==> src/rtl/cv32e40p_tmr_resync_ctrl.sv <==
// Recovery sequencer for the triplicated aligner.
// When a voter flags a replica it waits for an instruction boundary, forces a
// resync branch to the voted PC, lets the replicas settle, then re-checks.
// A replica that keeps failing after MAX_RETRY resyncs is reported broken.
// Once two or more replicas are broken the block latches fatal and goes quiet.
//
// state    | meaning
// ---------+---------------------------------------------------------------
// S_IDLE   | no recovery in progress, watching for healthy-replica mismatch
// S_WAIT   | mismatch latched, waiting for boundary / core branch / timeout
// S_RESYNC | single cycle, forced branch to resync_addr_o, IF stalled
// S_SETTLE | IF stalled while replicas reload, error re-evaluated last cycle
// S_CHECK  | single cycle, set_broken_o pulse for an exhausted replica
module cv32e40p_tmr_resync_ctrl #(
  parameter int MAX_RETRY     = 3,
  parameter int SETTLE_CYCLES = 2,
  parameter int WAIT_TIMEOUT  = 16
) (
  input  logic        clk,
  input  logic        rst_n,
  input  logic [2:0]  block_err_i,
  input  logic [2:0]  is_broken_i,
  input  logic        instr_valid_i,
  input  logic        if_valid_i,
  input  logic [31:0] pc_i,
  input  logic        branch_i,
  output logic        resync_o,
  output logic [31:0] resync_addr_o,
  output logic        stall_o,
  output logic [2:0]  set_broken_o,
  output logic        fatal_o,
  output logic        busy_o
);

  localparam int TW = (WAIT_TIMEOUT > 1) ? $clog2(WAIT_TIMEOUT) : 1;

  typedef enum logic [2:0] {
    S_IDLE   = 3'd0,
    S_WAIT   = 3'd1,
    S_RESYNC = 3'd2,
    S_SETTLE = 3'd3,
    S_CHECK  = 3'd4
  } state_t;

  state_t          state_q;
  logic [2:0]      mask_q;
  logic [31:0]     addr_q;
  logic [TW-1:0]   wait_tmr_q;
  logic [3:0]      settle_tmr_q;
  logic [2:0][3:0] retry_q;
  logic            resync_q;
  logic            stall_q;
  logic [2:0]      set_broken_q;
  logic            fatal_q;
  logic            busy_q;

  logic [2:0] err;
  logic       boundary;
  logic       fatal_set;
  logic [2:0] retry_max;
  logic [2:0] brk_cand;
  logic [2:0] brk_pick;

  // Error mask, boundary detect and broken-candidate selection
  always_comb begin
    err       = block_err_i & ~is_broken_i;
    boundary  = instr_valid_i & if_valid_i;
    fatal_set = (is_broken_i[0] & is_broken_i[1]) |
                (is_broken_i[0] & is_broken_i[2]) |
                (is_broken_i[1] & is_broken_i[2]);
    for (int i = 0; i < 3; i++) begin
      retry_max[i] = (retry_q[i] == 4'(MAX_RETRY));
    end
    brk_cand = err & mask_q & retry_max;
    // Only the lowest exhausted replica is retired per pass; others retry.
    brk_pick = brk_cand & (~brk_cand + 3'd1);
  end

  // Recovery FSM with registered outputs
  always_ff @(posedge clk or negedge rst_n) begin
    if (!rst_n) begin
      state_q      <= S_IDLE;
      mask_q       <= '0;
      addr_q       <= '0;
      wait_tmr_q   <= '0;
      settle_tmr_q <= '0;
      retry_q      <= '0;
      resync_q     <= 1'b0;
      stall_q      <= 1'b0;
      set_broken_q <= '0;
      fatal_q      <= 1'b0;
      busy_q       <= 1'b0;
    end else begin
      resync_q     <= 1'b0;
      set_broken_q <= '0;
      if (fatal_set) begin
        fatal_q <= 1'b1;
      end
      if (fatal_q || fatal_set) begin
        state_q <= S_IDLE;
        stall_q <= 1'b0;
        busy_q  <= 1'b0;
      end else begin
        case (state_q)
          S_IDLE: begin
            for (int i = 0; i < 3; i++) begin
              if (!err[i]) retry_q[i] <= 4'd0;
            end
            if (err != 3'b000) begin
              mask_q     <= err;
              addr_q     <= pc_i;
              wait_tmr_q <= TW'(WAIT_TIMEOUT - 1);
              state_q    <= S_WAIT;
              busy_q     <= 1'b1;
            end
            stall_q <= 1'b0;
          end

          S_WAIT: begin
            if (branch_i) begin
              // The core's own branch flushes all replicas identically.
              settle_tmr_q <= 4'(SETTLE_CYCLES - 1);
              state_q      <= S_SETTLE;
              stall_q      <= 1'b1;
            end else if (boundary) begin
              // Replay from the instruction that was just accepted.
              addr_q   <= pc_i;
              resync_q <= 1'b1;
              stall_q  <= 1'b1;
              state_q  <= S_RESYNC;
            end else if (wait_tmr_q == '0) begin
              resync_q <= 1'b1;
              stall_q  <= 1'b1;
              state_q  <= S_RESYNC;
            end else begin
              wait_tmr_q <= wait_tmr_q - TW'(1);
            end
          end

          S_RESYNC: begin
            for (int i = 0; i < 3; i++) begin
              if (mask_q[i] && !retry_max[i]) retry_q[i] <= retry_q[i] + 4'd1;
            end
            settle_tmr_q <= 4'(SETTLE_CYCLES - 1);
            state_q      <= S_SETTLE;
            stall_q      <= 1'b1;
          end

          S_SETTLE: begin
            if (settle_tmr_q != 4'd0) begin
              settle_tmr_q <= settle_tmr_q - 4'd1;
              mask_q       <= mask_q | err;
            end else if ((err & mask_q) == 3'b000) begin
              state_q <= S_IDLE;
              stall_q <= 1'b0;
              busy_q  <= 1'b0;
            end else if (brk_cand != 3'b000) begin
              for (int i = 0; i < 3; i++) begin
                if (brk_pick[i]) retry_q[i] <= 4'd0;
              end
              set_broken_q <= brk_pick;
              state_q      <= S_CHECK;
              stall_q      <= 1'b0;
            end else begin
              mask_q     <= err;
              addr_q     <= pc_i;
              wait_tmr_q <= TW'(WAIT_TIMEOUT - 1);
              state_q    <= S_WAIT;
              stall_q    <= 1'b0;
            end
          end

          S_CHECK: begin
            state_q <= S_IDLE;
            stall_q <= 1'b0;
            busy_q  <= 1'b0;
          end

          default: begin
            state_q <= S_IDLE;
            stall_q <= 1'b0;
            busy_q  <= 1'b0;
          end
        endcase
      end
    end
  end

  assign resync_o      = resync_q;
  assign resync_addr_o = addr_q;
  assign stall_o       = stall_q;
  assign set_broken_o  = set_broken_q;
  assign fatal_o       = fatal_q;
  assign busy_o        = busy_q;

endmodule

==> config.mk <==
export PLATFORM = sky130hd
export DESIGN_NAME = cv32e40p_tmr_resync_ctrl
export DESIGN_NICKNAME = d
export VERILOG_FILES = /design/src/rtl/cv32e40p_tmr_resync_ctrl.sv
export SDC_FILE = /design/constraint.sdc
export NUM_CORES = 1
export LEC_CHECK = 0
export ABC_CLOCK_PERIOD_IN_PS = 6100
export BUFFER_PORTS_ARGS = -buffer_cell sky130_fd_sc_hd__buf_4
export CAP_MARGIN = 10
export CORE_ASPECT_RATIO = 0.7
export CORE_MARGIN = 2
export CORE_UTILIZATION = 55
export CTS_CLUSTER_DIAMETER = 40
export DETAILED_ROUTE_END_ITERATION = 7
export PLACE_DENSITY = 0.87
export SYNTH_ARGS = -nofsm -noshare
export SYNTH_HDL_FRONTEND = slang
export SYNTH_SLANG_ARGS = --single-unit
==> constraint.sdc <==
create_clock -name clk -period 6.1 [get_ports clk]
set_input_delay 0 -clock clk [delete_from_list [all_inputs] [get_ports clk]]
set_output_delay 0 -clock clk [all_outputs]
set_load 0.02 [all_outputs]
==> summary.txt <==
Status -> completed
CP Launch Type -> flip-flop
PortBufs -> 81
Max Cap Viol -> 0
CTS max path bufs -> 2
Grt ovf -> 0
Post-synth EDFFs -> 0
Family with the most delay on the worst path -> simple AND/OR/NAND/NOR gates
Num rows -> 23
Largest net degree at the start of global routing -> 66
Max stage delay on crit path -> 0.48 ns
Arrival time at the worst endpoint -> 3.19 ns
Hold Crit Endpoint -> mask_q[2]
Clock period minus worst slack -> 2.95 ns
Worst path bufs/invs -> 2
Via count -> 3,137
Vias per std cell -> 6.47
Post-DP HPWL -> 5.53 mm
Seq/Total Area, Yosys -> 50.1%
Cts repair resizes -> 0
Design Power -> 1030 uW
R2R depth -> 8
# diodes -> 0
CTS tree -> built
Crit Reg-Reg Endpoint -> resync_addr_o[0]
Area leader, netlist -> dfrtp_1
RR Startpoint -> settle_tmr_q[1]
# H-tree levels -> 3
Seq cells post-synth -> 65
Worst Setup Path Type -> reg -> reg
Initial DRC count -> 534
Actual slew at the worst max-slew pin -> 0.807 ns
WHS -> 0.0135 ns
Hold Fails Final Rpt -> 0
Clk_skew -> 0.0149 ns
DRC errors left -> 0
CTS clock-pin slew for the worst setup and hold paths -> 0.08 ns
CP required -> 6.34 ns
Clock Latency Late Sink -> 0.37 ns
Ys async rst share -> 100%
Top-count cell post-synth -> dfrtp_1
Syn nets -> 337
Final wirelength -> 10.2 mm
Worst-path cell chain -> inv_1 > ha_1 > or3b_1 > a31o_4 > a41o_1 > nor3_4 > buf_4 > mux2_2
Effective utilization at floorplan -> 56.7%
RePlAce Congestion -> 0.918
Synth Warn # -> 0
# setup viols final -> 0
Remaining antenna violation count -> 0
Share of layout cells above drive strength 1 -> 35.4%
Die X -> 95.9 um
Syn avg cell area -> 11.3 sq um
Slew Limit Fails -> 0
Hold depth -> 3
Slew HR -> 46.2%
Pwr Density -> 232 nW/um^2
Reg-to-reg slack, setup -> 3.15 ns
Hold_sp -> block_err_i[2]
I/O pin cnt -> 82
Fmax -> 0.339 GHz
Core Region -> 5730 sq um
DIE HEIGHT -> 68.3 um
Hold Crit Class -> in -> reg
Crit-path max FO -> 32
Area grow syn2layout -> 36.4%
Yosys cell types -> 52
Total CTS buffers -> 9
First-pass GRT wire length -> 16.1 mm
Synth top area share -> 50.1%
Fill cells -> 311
Postcts setup bufs -> 0
Commonest cells post-synth -> 65 x dfrtp_1, 33 x mux2_2, 19 x nor2_1
Total negative setup slack -> 0 ns
Final period util -> 48.4%
# clock sinks -> 65
Cells after Synth -> 288
Routed length per instance -> 20.9 um
RSZ-0062 raised after global routing -> no
CTS root buf -> clkbuf_8
Peak VDD IR -> 0.000200 V
Layout net count -> 454
Initial antenna violation count -> 0
Detailed Routing Iterations Pass 1 -> 5
Area of the mapped netlist -> 3250 sq um
Die area -> 6550 sq um
Main synth FF type -> dfrtp_1
GR Util All Layers -> 33.7%
CP endpoint kind -> flip-flop
Synth area leaders -> dfrtp_1 50%, mux2_2 11%, o31ai_1 2.8%, ha_1 2.3%, nor2_1 2.2%
Vias in the first global route -> 3,094
Leak -> 0.00208 uW
Slowest cell on crit path -> or3b_1
Hold buffer count at CTS -> 35
==> cell type report <==
| class | instances | area, sq um | share of cell area, % |
|---|---|---|---|
| clock buffer | 9 | 124 | 2.79 |
| clock inverter | 7 | 53.8 | 1.21 |
| inverter | 9 | 33.8 | 0.762 |
| multi-input combinational | 203 | 1540 | 34.6 |
| sequential | 65 | 1630 | 36.7 |
| tap | 75 | 93.8 | 2.12 |
| timing repair buffer | 117 | 966 | 21.8 |
==> placed cells by master (no fill, tap or decap), types with 3 or more instances in the layout <==
master,count
nor3_1,5
ha_1,6
a31oi_1,6
nor3b_1,5
a21oi_1,8
o22ai_1,3
or2_2,5
buf_4,82
o31a_1,3
nand4b_1,3
mux2_2,33
a21o_1,4
nor2_1,19
o41ai_1,4
o31ai_1,12
nand2b_1,5
inv_1,8
nor4_1,8
nand3_1,8
o21ai_0,11
dlygate4sd3_1,35
nand3b_1,8
nor2b_1,3
nand2_1,9
clkbuf_8,9
clkinv_4,3
or3b_2,4
dfrtp_1,65
==> through the flow <==
step	setup WS, ns	util (%)	cell area [sq um]	std cells
2_1_floorplan	3.56	-	3250	288
6_report	3.15	77.4	4430	485
5_1_grt	3.03	77.4	4430	485
3_5_place_dp	3.26	68.2	3910	434
4_1_cts	3.25	77.4	4430	485
3_3_place_gp	3.36	68.2	3910	434
==> worst register-to-register path, delay by kind of cell, from the launching register on <==
family | cells | cell delay (ns)
muxes | 1 | 0.43
DFF | 1 | 0.40
and+or+nand+nor | 2 | 0.70
buffers and inverters | 2 | 0.49
AOI/OAI and AO/OA | 2 | 0.63
adders and majority gates | 1 | 0.19
==> how the worst max path moves through the flow <==
stage	startpoint	end	slack (ns)	cells after the start
5_1_grt	settle_tmr_q[0]	resync_addr_o[19]	3.03	8
4_1_cts	settle_tmr_q[0]	resync_addr_o[15]	3.25	8
3_3_place_gp	settle_tmr_q[1]	resync_addr_o[9]	3.36	8
3_5_place_dp	settle_tmr_q[0]	resync_addr_o[29]	3.26	8
6_report	settle_tmr_q[1]	resync_addr_o[0]	3.15	8
2_1_floorplan	settle_tmr_q[0]	resync_addr_o[0]	3.56	9
==> state kept, by name (all words and copies together) (netlist names) <==
register,flops
mask_q,3
fatal_o,1
stall_o,1
resync_o,1
busy_o,1
resync_addr_o,32
retry_q,12
set_broken_o,3
wait_tmr_q,4
settle_tmr_q,4
state_q,3
==> layer usage <==
metal / up-vias / wire [um] / global-route usage (%)
met5: - / 0 / 0
met3: 45 / 1090 / 10.2
met2: 248 / 4660 / 53.4
met4: 0 / 352 / 15.7
li1: 1338 / - / -
met1: 1506 / 4050 / 42.8
==> logic make-up after synthesis <==
family | Yosys count | share of synthesized area, %
AOI/OAI and AO/OA | 69 | 15.8
adders and majority gates | 7 | 2.62
buffers and inverters | 20 | 2.70
DFF | 65 | 50.1
muxes | 35 | 12.1
and+or+nand+nor | 92 | 16.8
==> where the power goes <==
part           internal (uW)  switching (uW)
logic                   94.6            94.8
registers                464            28.9
clock network            151             194
Power figures use the tool's default switching activity.
